--- src/rtl/pixel_scan_ctrl.sv ---
// Pixel oscillator scan controller: walks the enabled channels, lets each oscillator settle,
// counts its pulses over a gate window and offers the result on a valid/ready channel.
module pixel_scan_ctrl #(
   parameter int N_PX       = 24,
   parameter int CNT_W      = 32,
   parameter int GATE_W     = 16,
   parameter int SETTLE_CYC = 4,
   localparam int AW        = $clog2(N_PX)
) (
   input  logic              clk,
   input  logic              rst,
   input  logic              start,
   input  logic              abort,
   input  logic              cont_mode,
   input  logic [N_PX-1:0]   ch_mask,
   input  logic [GATE_W-1:0] gate_len,
   input  logic              px_pulse,
   output logic [AW-1:0]     px_addr,
   output logic [N_PX-1:0]   stop_osc,
   output logic [CNT_W-1:0]  out_data,
   output logic [AW-1:0]     out_addr,
   output logic              out_ovf,
   output logic              out_valid,
   input  logic              out_ready,
   output logic              busy,
   output logic              sweep_done
);

   localparam int SW = $clog2(SETTLE_CYC + 1);
   localparam int TW = (GATE_W > SW) ? GATE_W : SW;

   typedef enum logic [1:0] {IDLE, SETTLE, COUNT, HOLD} state_t;

   state_t            state_q, state_d;
   logic [AW-1:0]     px_addr_q, px_addr_d;
   logic [N_PX-1:0]   stop_osc_q, stop_osc_d;
   logic [N_PX-1:0]   mask_q, mask_d;
   logic [GATE_W-1:0] gate_q, gate_d;
   logic              cont_q, cont_d;
   logic [TW-1:0]     timer_q, timer_d;
   logic [CNT_W-1:0]  cnt_q, cnt_d;
   logic              ovf_q, ovf_d;
   logic [CNT_W-1:0]  out_data_q, out_data_d;
   logic [AW-1:0]     out_addr_q, out_addr_d;
   logic              out_ovf_q, out_ovf_d;
   logic              out_valid_q, out_valid_d;
   logic              busy_q, busy_d;
   logic              done_q, done_d;

   logic [AW-1:0]     start_low, mask_low, next_ch;
   logic              next_found;
   logic [CNT_W-1:0]  cnt_inc;
   logic              ovf_inc;
   logic              launch;
   logic [AW-1:0]     launch_ch;

   function automatic logic [N_PX-1:0] run_mask(input logic [AW-1:0] a);
      run_mask = ~(N_PX'(1) << a);
   endfunction

   // Descending scan so the last hit is the lowest qualifying channel.
   always_comb begin
      start_low  = '0;
      mask_low   = '0;
      next_ch    = '0;
      next_found = 1'b0;
      for (int i = N_PX - 1; i >= 0; i--) begin
         if (ch_mask[i]) start_low = AW'(i);
         if (mask_q[i]) mask_low = AW'(i);
         if (mask_q[i] && (i > int'(px_addr_q))) begin
            next_ch    = AW'(i);
            next_found = 1'b1;
         end
      end
   end

   always_comb begin
      cnt_inc = cnt_q;
      ovf_inc = ovf_q;
      if (px_pulse) begin
         if (&cnt_q) ovf_inc = 1'b1;
         else        cnt_inc = cnt_q + CNT_W'(1);
      end
   end

   always_comb begin
      state_d     = state_q;
      px_addr_d   = px_addr_q;
      stop_osc_d  = stop_osc_q;
      mask_d      = mask_q;
      gate_d      = gate_q;
      cont_d      = cont_q;
      timer_d     = timer_q;
      cnt_d       = cnt_q;
      ovf_d       = ovf_q;
      out_data_d  = out_data_q;
      out_addr_d  = out_addr_q;
      out_ovf_d   = out_ovf_q;
      out_valid_d = out_valid_q;
      done_d      = 1'b0;
      launch      = 1'b0;
      launch_ch   = '0;

      if (abort) begin
         state_d     = IDLE;
         out_valid_d = 1'b0;
         stop_osc_d  = '1;
      end else begin
         case (state_q)
            IDLE: begin
               if (start && (ch_mask != '0)) begin
                  mask_d    = ch_mask;
                  gate_d    = (gate_len == '0) ? GATE_W'(1) : gate_len;
                  cont_d    = cont_mode;
                  launch    = 1'b1;
                  launch_ch = start_low;
               end
            end
            SETTLE: begin
               if (timer_q == '0) begin
                  timer_d = TW'(gate_q - GATE_W'(1));
                  state_d = COUNT;
               end else begin
                  timer_d = timer_q - TW'(1);
               end
            end
            COUNT: begin
               cnt_d = cnt_inc;
               ovf_d = ovf_inc;
               if (timer_q == '0) begin
                  out_data_d  = cnt_inc;
                  out_ovf_d   = ovf_inc;
                  out_addr_d  = px_addr_q;
                  out_valid_d = 1'b1;
                  stop_osc_d  = '1;
                  state_d     = HOLD;
               end else begin
                  timer_d = timer_q - TW'(1);
               end
            end
            HOLD: begin
               if (out_ready) begin
                  out_valid_d = 1'b0;
                  if (next_found) begin
                     launch    = 1'b1;
                     launch_ch = next_ch;
                  end else begin
                     done_d = 1'b1;
                     if (cont_q) begin
                        launch    = 1'b1;
                        launch_ch = mask_low;
                     end else begin
                        state_d = IDLE;
                     end
                  end
               end
            end
            default: state_d = IDLE;
         endcase

         // Every entry into SETTLE powers up only the selected oscillator and restarts the window.
         if (launch) begin
            px_addr_d  = launch_ch;
            stop_osc_d = run_mask(launch_ch);
            cnt_d      = '0;
            ovf_d      = 1'b0;
            timer_d    = TW'(SETTLE_CYC - 1);
            state_d    = SETTLE;
         end
      end

      busy_d = (state_d != IDLE);
   end

   always_ff @(posedge clk or posedge rst) begin
      if (rst) begin
         state_q     <= IDLE;
         px_addr_q   <= '0;
         stop_osc_q  <= '1;
         mask_q      <= '0;
         gate_q      <= '0;
         cont_q      <= 1'b0;
         timer_q     <= '0;
         cnt_q       <= '0;
         ovf_q       <= 1'b0;
         out_data_q  <= '0;
         out_addr_q  <= '0;
         out_ovf_q   <= 1'b0;
         out_valid_q <= 1'b0;
         busy_q      <= 1'b0;
         done_q      <= 1'b0;
      end else begin
         state_q     <= state_d;
         px_addr_q   <= px_addr_d;
         stop_osc_q  <= stop_osc_d;
         mask_q      <= mask_d;
         gate_q      <= gate_d;
         cont_q      <= cont_d;
         timer_q     <= timer_d;
         cnt_q       <= cnt_d;
         ovf_q       <= ovf_d;
         out_data_q  <= out_data_d;
         out_addr_q  <= out_addr_d;
         out_ovf_q   <= out_ovf_d;
         out_valid_q <= out_valid_d;
         busy_q      <= busy_d;
         done_q      <= done_d;
      end
   end

   assign px_addr    = px_addr_q;
   assign stop_osc   = stop_osc_q;
   assign out_data   = out_data_q;
   assign out_addr   = out_addr_q;
   assign out_ovf    = out_ovf_q;
   assign out_valid  = out_valid_q;
   assign busy       = busy_q;
   assign sweep_done = done_q;

endmodule

--- config.mk ---
export PLATFORM = sky130hd
export DESIGN_NAME = pixel_scan_ctrl
export DESIGN_NICKNAME = d
export VERILOG_FILES = /design/src/rtl/pixel_scan_ctrl.sv
export SDC_FILE = /design/constraint.sdc
export NUM_CORES = 1
export LEC_CHECK = 0
export BUFFER_PORTS_ARGS = -buffer_cell sky130_fd_sc_hd__buf_2
export CAP_MARGIN = 20
export CORE_UTILIZATION = 64
export CTS_CLUSTER_SIZE = 14
export DETAILED_ROUTE_END_ITERATION = 10
export GPL_ROUTABILITY_DRIVEN = 0
export MAX_ROUTING_LAYER = met4
export PLACE_DENSITY = 0.87
export SYNTH_ARGS = -nofsm -noshare
export SYNTH_HDL_FRONTEND = slang
export SYNTH_SLANG_ARGS = --single-unit
--- constraint.sdc ---
create_clock -name clk -period 11.9 [get_ports clk]
set_input_delay 3.57 -clock clk [delete_from_list [all_inputs] [get_ports clk]]
set_output_delay 3.57 -clock clk [all_outputs]
set_load 0.01 [all_outputs]
==> impl_results.md, run 1 <==
- Outcome: finished, final reports clean
- Post-synth EDFFs: 0
- Initial antenna violation count: 0
- Ys async rst share: 100%
- Drt first-iter violations: 806
- Min Tclk post-route: 6.22 ns
- Largest area contributor in the synthesized netlist: dfrtp_1
- Max clock buf depth: 2
- Residual DRC count: 0
- Max cap viols: 0
- Final Cycle Share: between 50% and 60%
- Global-route wire length before repair: 39800 um
- Crit-path slowest cell: o311ai_4
- Final WL: 24700 um
- CTS tree: yes
- Gr usage total: 34.9%
- Post-CTS setup repair buffer count: 0
- Leak: 4.67 nW
- CP Capture Type: flip-flop
- Critical Path Source: ch_mask[20]
- # hold bufs at CTS: 0
- Clk_lat worst skew: about 0.44 ns
- Die area: 15300 um2
- PwrDens: 175 nW/um2
- Initial Util: 65.4%
- Largest net degree at the start of global routing: 97
- Buf/Inv on CP: 1
- H-tree Lvls: 4
- Crit path to: stop_osc[12]
- Worst hold-check path type: reg2reg
- Yosys warns: 0
- Die width: 124 um
- Routed Antenna Nets: 0
- Total Neg Setup Slack: 0 ns
- Clock-pin slew on the worst setup and hold paths: 0.06 ns
- Clock Tree Root: clkbuf_16
- Die Ht: ~120 um
- Final core utilization: between 70% and 80%
- Share of post-route cells with drive strength above 1: 22.2%
- Reg2reg end: cnt_q[24]
- Synth cell types: 93
- Max Fclk: 0.161 GHz
- Stages on the worst setup path: 9
- Max-slew violation count: 0
- Reg2reg setup slack: 8.07 ns
- Clock Sinks: about 160
- CP cell instances: buf_2 > nor4_1 > nand3_1 > o311ai_4 > nor3_1 > and3_1 > a31oi_1 > nand3_1 > o32a_1
- Cell count after synthesis: 1026
- Yosys reg bits: 162
- Crit path top cell by count: nand3_1
- Core area: 14500 um2
- CTS buffer count: 17
- Synthesized Nets: 1080
- Hold path depth: 2
- Crit path DAT: 6.58 ns
- Worst reg2reg path depth: 8
- Synth Flop Type: dfrtp_1
- Area Growth Syn to Fin: 13.4%
- Via Count: 8623
- Final Hold Vio Count: 0
- Detail Placement HPWL: 17100 um
- Relative slew slack: 18.8%
- Drt wl/cell: 18.8 um
- TritonRoute pass-1 iters: 6
- Fillcell total: 1023
- Top post-synthesis cells by area: dfrtp_1 36%, dfstp_2 6.7%, nand2_1 4.9%, o21ai_0 4.7%, mux2_2 4.6%
- Skew final: 0.00859 ns
- Crit Path Max Fanout: 7
- Via density: around 6.6
- CTS resizes: 0
- Nets: 1172
- WS Path Type: in2reg
- Final Setup Violations: 0
- Unrepaired setup endpoints after global routing: false
- CP delay by family, top: compound AO/OA/AOI/OAI gates
- Delay of the slowest critical-path stage: 0.57 ns
- Area share of the largest cell type after synthesis: 36.4%
- Number of diodes: 0
- I/O Pins: 117
- Worst-Margin Slew: 1.22 ns
- VDD IR-drop max: 0.130 mV
- Remaining global-route overflow: 0
- Port buffer count: approximately 120
- Vias in the first global route: just under 8000
- Area of the mapped netlist: 9480 um2
- Seq/Total Area, Yosys: 43.1%
- Rows: 44
- Worst r2r src: px_addr[1]
- Syn Area/Cell: around 9.2 um2
- Worst path required time: 12.27 ns
- Crit path launch type: primary input
[cells in the mapped netlist, types with 6 or more instances]
cell	instances
ha_1	7
a21oi_1	38
a211oi_1	8
nand2_1	123
a31oi_1	7
xor2_1	13
dfstp_2	24
mux2i_1	6
xnor2_1	26
nor4_1	18
mux2_2	39
o21a_1	7
buf_2	13
or3_1	18
a22oi_1	6
nor3_1	46
or4_1	8
inv_1	48
o32a_1	12
a22o_1	9
nand2b_1	6
a32oi_1	17
nand4_1	7
a221o_1	6
and3_1	19
buf_4	6
nor2_1	75
nand3_1	30
a21o_1	9
nor2b_1	8
and2_1	8
o21ai_0	89
clkbuf_1	23
dfrtp_1	138
[logic make-up (layout without fill, tap and decap cells)]
kind of cell | Yosys count | after routing | synth area share (%)
adders and majority gates | 7 | 7 | 0.924
muxes | 45 | 45 | 5.27
buffers and inverters | 98 | 203 | 4.61
DFF | 162 | 162 | 43.1
AOI/OAI and AO/OA | 279 | 279 | 21.4
xor gates and xnor gates | 39 | 39 | 3.60
and+or+nand+nor | 396 | 396 | 21.1
[cell usage in the layout (no fill, tap or decap), drive strengths merged, types with 7 or more instances in the layout]
| cell | instances |
|---|---|
| nand3 | 32 |
| and2 | 8 |
| dfstp | 24 |
| a22oi | 7 |
| clkbuf | 21 |
| mux2 | 39 |
| nor2b | 8 |
| nand4 | 8 |
| and3 | 19 |
| a31oi | 7 |
| a21oi | 38 |
| a32oi | 19 |
| a22o | 9 |
| ha | 7 |
| nor4 | 19 |
| xnor2 | 26 |
| o32a | 12 |
| a211oi | 8 |
| buf | 123 |
| or4 | 8 |
| o21a | 7 |
| dfrtp | 138 |
| nor2 | 77 |
| inv | 51 |
| nor3 | 49 |
| nand2 | 123 |
| or3 | 20 |
| a21o | 9 |
| o21ai | 93 |
| xor2 | 13 |
[layout make-up]
type | count | area (um2) | area share (%)
tap | 184 | 230 | 2.14
sequential | 162 | 4080 | 38.0
multi-input combinational | 766 | 4970 | 46.3
clock buffer | 21 | 450 | 4.19
inverter | 48 | 185 | 1.72
timing repair buffer | 123 | 666 | 6.20
clock inverter | 11 | 154 | 1.43
[where the power goes]
part	total [W]	internal, W	switching [W]
Clock	0.000568	0.000337	0.000231
Combinational	0.000545	0.000233	0.000312
Sequential	0.000767	0.000632	0.000135
[flip-flops by register name (all words and copies together) (netlist names)]
signal / flops
out_ovf: 1
mask_q: 24
sweep_done: 1
px_addr: 5
stop_osc: 24
cont_q: 1
out_data: 32
out_addr: 5
gate_q: 16
timer_q: 16
out_valid: 1
busy: 1
ovf_q: 1
state_q: 2
cnt_q: 32
[tightest hold or removal path: cells and delay by family (launching register included)]
| kind | cells | cell delay (ns) |
|---|---|---|
| AO/OA/AOI/OAI | 1 | 0.05 |
| buffers and inverters | 1 | 0.04 |
| flip-flops | 1 | 0.38 |
[metal layers]
metal  GRT usage, %  up-vias  wire, um
met2           54.3      409     11900
li1               -     3963         -
met3           7.05       50      1980
met1           45.8     4201     10300
met4           11.4        0       561
met5              -        -         0
[worst min path at each step]
stage,startpoint,endpoint,slack (ns)
floorplan,timer_q[14],timer_q[14],0.46
global placement,out_data[5],out_data[5],0.46
detailed placement,stop_osc[19],stop_osc[19],0.46
CTS,stop_osc[19],stop_osc[19],0.47
global route,stop_osc[15],stop_osc[15],0.49
finish,stop_osc[19],stop_osc[19],0.47
[metrics by stage]
| stage | worst slack [ns] | hold slack (ns) | power, W | instances | instance area [um2] |
|---|---|---|---|---|---|
| after floorplan | 3.99 | 0.464 | 0.00117 | 1026 | 9480 |
| after global placement | 5.60 | 0.459 | 0.00128 | 1281 | 10100 |
| after detailed placement | 5.41 | 0.464 | 0.00130 | 1283 | 10100 |
| after CTS | 5.85 | 0.474 | 0.00187 | 1315 | 10700 |
| after global routing | 5.52 | 0.488 | 0.00197 | 1315 | 10700 |
| final | 5.68 | 0.474 | 0.00188 | 1315 | 10700 |
No activity file was read; power rests on OpenSTA's default activity.
==> run 2: changes to the inputs <==
--- a/config.mk
+++ b/config.mk
@@ -7,12 +7,12 @@
 export LEC_CHECK = 0
 export BUFFER_PORTS_ARGS = -buffer_cell sky130_fd_sc_hd__buf_2
 export CAP_MARGIN = 20
-export CORE_UTILIZATION = 64
+export CORE_UTILIZATION = 59
 export CTS_CLUSTER_SIZE = 14
 export DETAILED_ROUTE_END_ITERATION = 10
 export GPL_ROUTABILITY_DRIVEN = 0
 export MAX_ROUTING_LAYER = met4
-export PLACE_DENSITY = 0.87
+export PLACE_DENSITY = 0.81
 export SYNTH_ARGS = -nofsm -noshare
 export SYNTH_HDL_FRONTEND = slang
 export SYNTH_SLANG_ARGS = --single-unit
==> constraint.sdc (replaced) <==
create_clock -name clk -period 6 [get_ports clk]
set_input_delay 1.8 -clock clk [delete_from_list [all_inputs] [get_ports clk]]
set_output_delay 1.8 -clock clk [all_outputs]
set_load 0.01 [all_outputs]
==> run 2 against run 1 <==
Against the previous run: combinational power up 96%; cell area up 0.17%; clock-buffer cell count down 4; power up 95%; core utilization down 4.4 points; setup slack worse by 4.0 ns; sequential share of layout area down 0.066 points; flip-flop and latch count unchanged; first-iteration DRC count down 0.87%; critical path type unchanged; largest cell class unchanged.
==> impl_results.md, run 2 (synthesis results as in run 1) <==
- CTS tree: yes
- Outcome: finished, final reports clean
- Clk_lat worst skew: between 0.4 and 0.5 ns
- Crit path launch type: primary input
- WS Path Type: in2reg
- Vias in the first global route: 7811
- Global-route wire length before repair: 39600 um
- Crit Path Max Fanout: 7
- Crit path DAT: between 4 and 5 ns
- Via density: between 6 and 7
- Max clock buf depth: 2
- Delay of the slowest critical-path stage: between 0.5 and 0.6 ns
- Commonest non-fill, non-tap cell in the layout: dfrtp_1
- Max Fclk: around 0.23 GHz
- FF/Latch Area: 4080 um2
- Cell Int Power: 0.00227 W
- Commonest cells after routing, fill and taps aside: 138 x dfrtp_1, 122 x nand2_1, 116 x buf_2
- CP Capture Type: flip-flop
- Final Hold Vio Count: 0
- Core area: 15400 um2
- Met2 Track Usage GR: roughly half
- Initial antenna violation count: 0
- Skew final: 0.0111 ns
- Worst path required time: 6.36 ns
- Share of post-route cells with drive strength above 1: 22.6%
- Crit-path slowest cell: o311ai_4
- Unrepaired setup endpoints after global routing: false
- Reg2reg setup slack: about 2.3 ns
- Area Growth Syn to Fin: 13.6%
- Fillcell total: 1248
- CTS resizes: 0
- Total Neg Setup Slack: 0 ns
- VDD IR-drop max: 0.268 mV
- Sw Pwr: 0.00140 W
- # placed instances: 1312
- Met1 Track Usage GR: 40.9%
- Relative slew slack: 30.0%
- Worst-Margin Slew: ~1.0 ns
- Routed Antenna Nets: 0
- Peak-usage layer in the global routing report: met2
- Worst hold-check path type: reg2reg
- Area of the multi-input gates: 4970 um2
- Leak: 4.68 nW
- Residual DRC count: 0
- Clock Sinks: between 150 and 200
- Via Count: approximately 8400
- GR met3 Demand/Resource: 5.90%
- Initial Util: 61.4%
- Die width: 129 um
- # hold bufs at CTS: 0
- Switching Fraction: 38.1%
- Rows: 45
- Gr usage total: 31.6%
- PwrDens: 341 nW/um2
- Port buffer count: between 100 and 150
- Max-slew violation count: 0
- CP cell instances: buf_2 > nor4_1 > nand3_1 > o311ai_4 > nor3_1 > and3_1 > a31oi_1 > nand3_1 > o32a_1
- Detail Placement HPWL: about 17000 um
- CTS buffer count: 17
- Max cap viols: 0
- Comb pwr share: 29.1%
- Clock-pin slew on the worst setup and hold paths: about 0.070 ns
- Layout Cells excl Fill: 1344
- Min Tclk post-route: about 4.3 ns
- Clk pwr share: 29.4%
- Post-CTS setup repair buffer count: 0
- I/O Pins: 117
- Final WL: 24200 um
- Die area: about 17000 um2
- Final Setup Violations: 0
- Remaining global-route overflow: 0
- Sequential Power Share: about two fifths
- Clock Tree Root: clkbuf_16
- H-tree Lvls: 4
- Crit path top cell by count: nand3_1
- Nets: 1174
- Final Cycle Share: 72.3%
- TritonRoute pass-1 iters: 6
- Largest net degree at the start of global routing: ~160
- Number of diodes: 0
- Drt wl/cell: 18.0 um
- Drt first-iter violations: about 800
- Die Ht: 129 um
-- run 2: metal layers --
layer | share of wire [%] | vias up
met3 | 6.8 | 42
met5 | 0 | -
met1 | 44 | 4052
met2 | 48 | 332
li1 | - | 3981
met4 | 1.8 | 0
-- run 2: power groups by stage --
stage / clock network (W) / registers [W] / logic (W)
finish: 0.00108 / 0.00152 / 0.00107
global route: 0.00113 / 0.00155 / 0.00118
CTS: 0.00109 / 0.00151 / 0.00106
detailed placement: 0 / 0.00153 / 0.00105
global placement: 0 / 0.00152 / 0.00102
floorplan: 0 / 0.00142 / 0.000897
-- run 2: worst max-delay path: cells and delay by family --
kind | cells | cell delay, ns
AOI/OAI and AO/OA | 3 | 1.41
and+or+nand+nor | 5 | 1.37
buffers and inverters | 1 | 0.12
-- run 2: area by class of cell --
cell class	instances	share of cell area, %
well taps	211	2.45
clock buffers	17	3.95
repair buffers	125	6.26
multi-input cells	766	46.2
flip-flops and latches	162	38.0
inverters	48	1.71
clock inverters	15	1.47
-- run 2: worst paths after layout --
check	to	start	depth (start not counted)
min in group asynchronous	out_data[11]	rst	3
max in group asynchronous	mask_q[4]	rst	3
hold / removal	stop_osc[19]	stop_osc[19]	2
hold reg to reg	stop_osc[19]	stop_osc[19]	2
setup reg to reg	stop_osc[10]	px_addr[2]	8
setup / recovery	stop_osc[12]	ch_mask[20]	9
-- run 2: metrics by stage --
| step | power, W | hold WS [ns] | instance area [um2] | setup slack [ns] | util (%) |
|---|---|---|---|---|---|
| after global routing | 0.00386 | 0.475 | 10800 | 1.49 | 69.7 |
| after global placement | 0.00254 | 0.448 | 10200 | 1.41 | 65.8 |
| after CTS | 0.00366 | 0.461 | 10800 | 1.73 | 69.7 |
| final | 0.00367 | 0.465 | 10800 | 1.66 | 69.7 |
| after floorplan | 0.00232 | 0.464 | 9480 | 2.01 | - |
| after detailed placement | 0.00257 | 0.448 | 10200 | 1.26 | 66.0 |
==> run 3: changes to the inputs <==
--- a/config.mk
+++ b/config.mk
@@ -5,6 +5,7 @@
 export SDC_FILE = /design/constraint.sdc
 export NUM_CORES = 1
 export LEC_CHECK = 0
+export ABC_AREA = 1
 export BUFFER_PORTS_ARGS = -buffer_cell sky130_fd_sc_hd__buf_2
 export CAP_MARGIN = 20
 export CORE_UTILIZATION = 59
==> constraint.sdc (replaced) <==
create_clock -name clk -period 4.1 [get_ports clk]
set_input_delay 1.23 -clock clk [delete_from_list [all_inputs] [get_ports clk]]
set_output_delay 1.23 -clock clk [all_outputs]
set_load 0.01 [all_outputs]
==> run 3 against run 2 <==
Against the previous run: area after synthesis down 5.4%; final cell count increased by 8.7%; wire length is 11% lower; non-clock buffer count decreased by 1; clock skew grew 0.00071 ns; critical endpoint is now cnt_q[24]; sequential share of layout area grew 1.6 points; core utilization grew 0.54 points; cell area is 4.0% lower; largest power group unchanged; setup slack lost 0.91 ns; flip-flop and latch count did not move; the flow now finishes with violations (DRC).
==> impl_results.md, run 3 <==
- Synth cell types: between 50 and 60
- VDD IR-drop max: 0.418 mV
- Yosys warns: 0
- Worst path required time: 4.43 ns
- Gr usage total: a little under a third
- Global-route wire length before repair: 36900 um
- Worst r2r src: px_addr[4]
- Commonest cells after routing, fill and taps aside: 262 x nand2_1, 151 x inv_1, 138 x dfrtp_1
- H-tree Lvls: 4
- Worst-Margin Slew: 0.986 ns
- List of most frequent post-synthesis cells: 262 x nand2_1, 153 x inv_1, 138 x dfrtp_1
- Area of the multi-input gates: 4110 um2
- Drt first-iter violations: 643
- Share of post-route cells with drive strength above 1: approximately 18%
- Commonest non-fill, non-tap cell in the layout: nand2_1
- Seq/Total Area, Yosys: 45.6%
- Nets: around 1300
- Rows: 44
- Clock Tree Root: clkbuf_16
- Min Tclk post-route: 3.34 ns
- Die width: 125 um
- Outcome: finished with violations
- Relative slew slack: 34.2%
- Hold path depth: 2
- Unrepaired setup endpoints after global routing: false
- Ys async rst share: 100%
- Area after DPL: 9710 um2
- Cell count after synthesis: 1153
- Final Cycle Share: 81.5%
- Delay of the slowest critical-path stage: 0.45 ns
- Crit path launch type: primary input
- Residual DRC count: 1
- Largest area contributor in the synthesized netlist: dfrtp_1
- CTS buffer count: 17
- Via density: between 5 and 6
- Max clock buf depth: 2
- Worst hold start: out_data[14]
- Drt wl/cell: ~15 um
- Cell area after layout: 10300 um2
- Die area: 15700 um2
- Core area: 14700 um2
- Max Fclk: roughly 0.30 GHz
- Initial Util: 61.0%
- Total Neg Setup Slack: 0 ns
- Yosys reg bits: ~160
- Top-count cell post-synth: nand2_1
- Syn Area/Cell: 7.77 um2
- Clock-pin slew on the worst setup and hold paths: 0.07 ns
- Initial antenna violation count: 0
- Max cap viols: 0
- CP Capture Type: flip-flop
- Final Hold Vio Count: 0
- Fillcell total: 1157
- WS Path Type: in2reg
- Crit Path Max Fanout: 32
- Post-CTS setup repair buffer count: 0
- TritonRoute pass-1 iters: 10
- CP cell instances: buf_2 > nor4_1 > nand2_1 > nor3_1 > nand3_1 > nand2_1 > a21oi_4 > nor2_1 > inv_1 > o21ai_0
- Routed Antenna Nets: 0
- Synthesized Nets: 1207
- FF/Latch Area: 4080 um2
- Vias in the first global route: 7781
- Crit-path slowest cell: nor4_1
- Port buffer count: between 100 and 150
- Skew final: 0.0118 ns
- Top post-synthesis cells by area: dfrtp_1 39%, nand2_1 11%, dfstp_2 7.0%, inv_1 6.4%, o21ai_0 6.2%
- Crit path top cell by count: nand2_1
- Final Setup Violations: 0
- Stages on the worst setup path: 10
- CP delay by family, top: simple AND/OR/NAND/NOR gates
- Final WL: roughly 22000 um
- Area of the mapped netlist: ~9000 um2
- Post-synth EDFFs: 0
- Remaining global-route overflow: 0
- Worst reg2reg path depth: 14
- Detail Placement HPWL: between 15000 and 20000 um
- Synth Flop Type: dfrtp_1
- I/O Pins: 117
- Crit path DAT: 3.67 ns
- Area Growth Syn to Fin: 15.3%
- Worst hold-check path type: reg2reg
- Largest net degree at the start of global routing: 77
- Buf/Inv on CP: 2
- Max-slew violation count: 0
- Number of diodes: 0
- Via Count: 8083
- Failing checks: DRC
- Clk_lat worst skew: 0.44 ns
- CTS tree: yes
- Area share of the largest cell type after synthesis: 38.5%
- PwrDens: 577 nW/um2
- Clock Sinks: 162
- CTS resizes: 0
- Die Ht: 125 um
- Critical Path Source: ch_mask[11]
- Leak: slightly below 5 nW
- # hold bufs at CTS: 0
[run 3: cell types whose count changed after synthesis, moves of 19 or more]
| cell | change |
|---|---|
| inv_1 | +105 |
| nand2_1 | +139 |
| o21ai_0 | +22 |
| xnor2_1 | -21 |
| o22ai_1 | +22 |
| xor2_1 | +34 |
| nor3_1 | -21 |
| nor2_1 | +41 |
| mux2_2 | -39 |
| and3_1 | -19 |
[run 3: path summary, 6_finish.rpt]
kind                       slack [ns]      endpoint
setup / recovery                 0.76     cnt_q[24]
hold / removal                   0.48  out_data[14]
setup reg to reg                 0.78     cnt_q[24]
hold reg to reg                  0.48  out_data[14]
max in group asynchronous        2.28  stop_osc[19]
min in group asynchronous        0.96   out_data[5]
[run 3: worst reg2reg max path, cell delays in order (launching register included)]
cell and delay (ns):
dfrtp_1 0.68, inv_2 0.24, nor2_2 0.22, nor2_1 0.07
o21ai_2 0.08, nand2_1 0.13, nor4_4 0.30, inv_2 0.11
nor2_8 0.13, inv_2 0.07, o21ai_2 0.16, a21oi_4 0.11
nor2_1 0.14, inv_1 0.43, o21ai_0 0.37
[run 3: area by class of cell]
cell class                      count  share of cell area, %
Timing Repair Buffer              124                   6.56
Tap cell                          184                   2.23
Inverter                          165                   6.06
Multi-Input combinational cell    794                   39.8
Clock buffer                       22                   5.01
Clock inverter                     10                  0.799
Sequential cell                   162                   39.5
[run 3: metrics by stage]
step / total power [W] / setup slack, ns / hold WS, ns / utilization [%] / instances
2_1_floorplan: 0.00380 / 0.833 / 0.454 / - / 1153
3_3_place_gp: 0.00429 / 0.494 / 0.460 / 66.1 / 1428
3_5_place_dp: 0.00433 / 0.405 / 0.467 / 66.1 / 1428
4_1_cts: 0.00596 / 0.849 / 0.483 / 70.1 / 1460
5_1_grt: 0.00638 / 0.400 / 0.496 / 70.3 / 1461
6_report: 0.00596 / 0.757 / 0.480 / 70.3 / 1461
[run 3: power by group]
group,internal [W],switching [W]
Combinational,0.000708,0.00140
Clock,0.000914,0.000681
Sequential,0.00194,0.000318
[run 3: cells by family after synthesis]
| family | Yosys count | synth area share, % |
|---|---|---|
| AND/OR/NAND/NOR | 525 | 26.2 |
| AO/OA/AOI/OAI | 209 | 13.4 |
| buffers and inverters | 197 | 8.61 |
| flip-flops | 162 | 45.6 |
| XOR/XNOR | 52 | 5.08 |
| adder cells (fa/ha/maj) | 7 | 0.977 |
| multiplexers | 1 | 0.112 |
[run 3: layer usage]
metal,global-route usage (%),vias to the layer above,part of all wire (%)
li1,-,3978,-
met5,-,-,0
met4,9.68,0,2.4
met2,48.0,248,48
met1,39.3,3810,44
met3,5.86,47,5.5
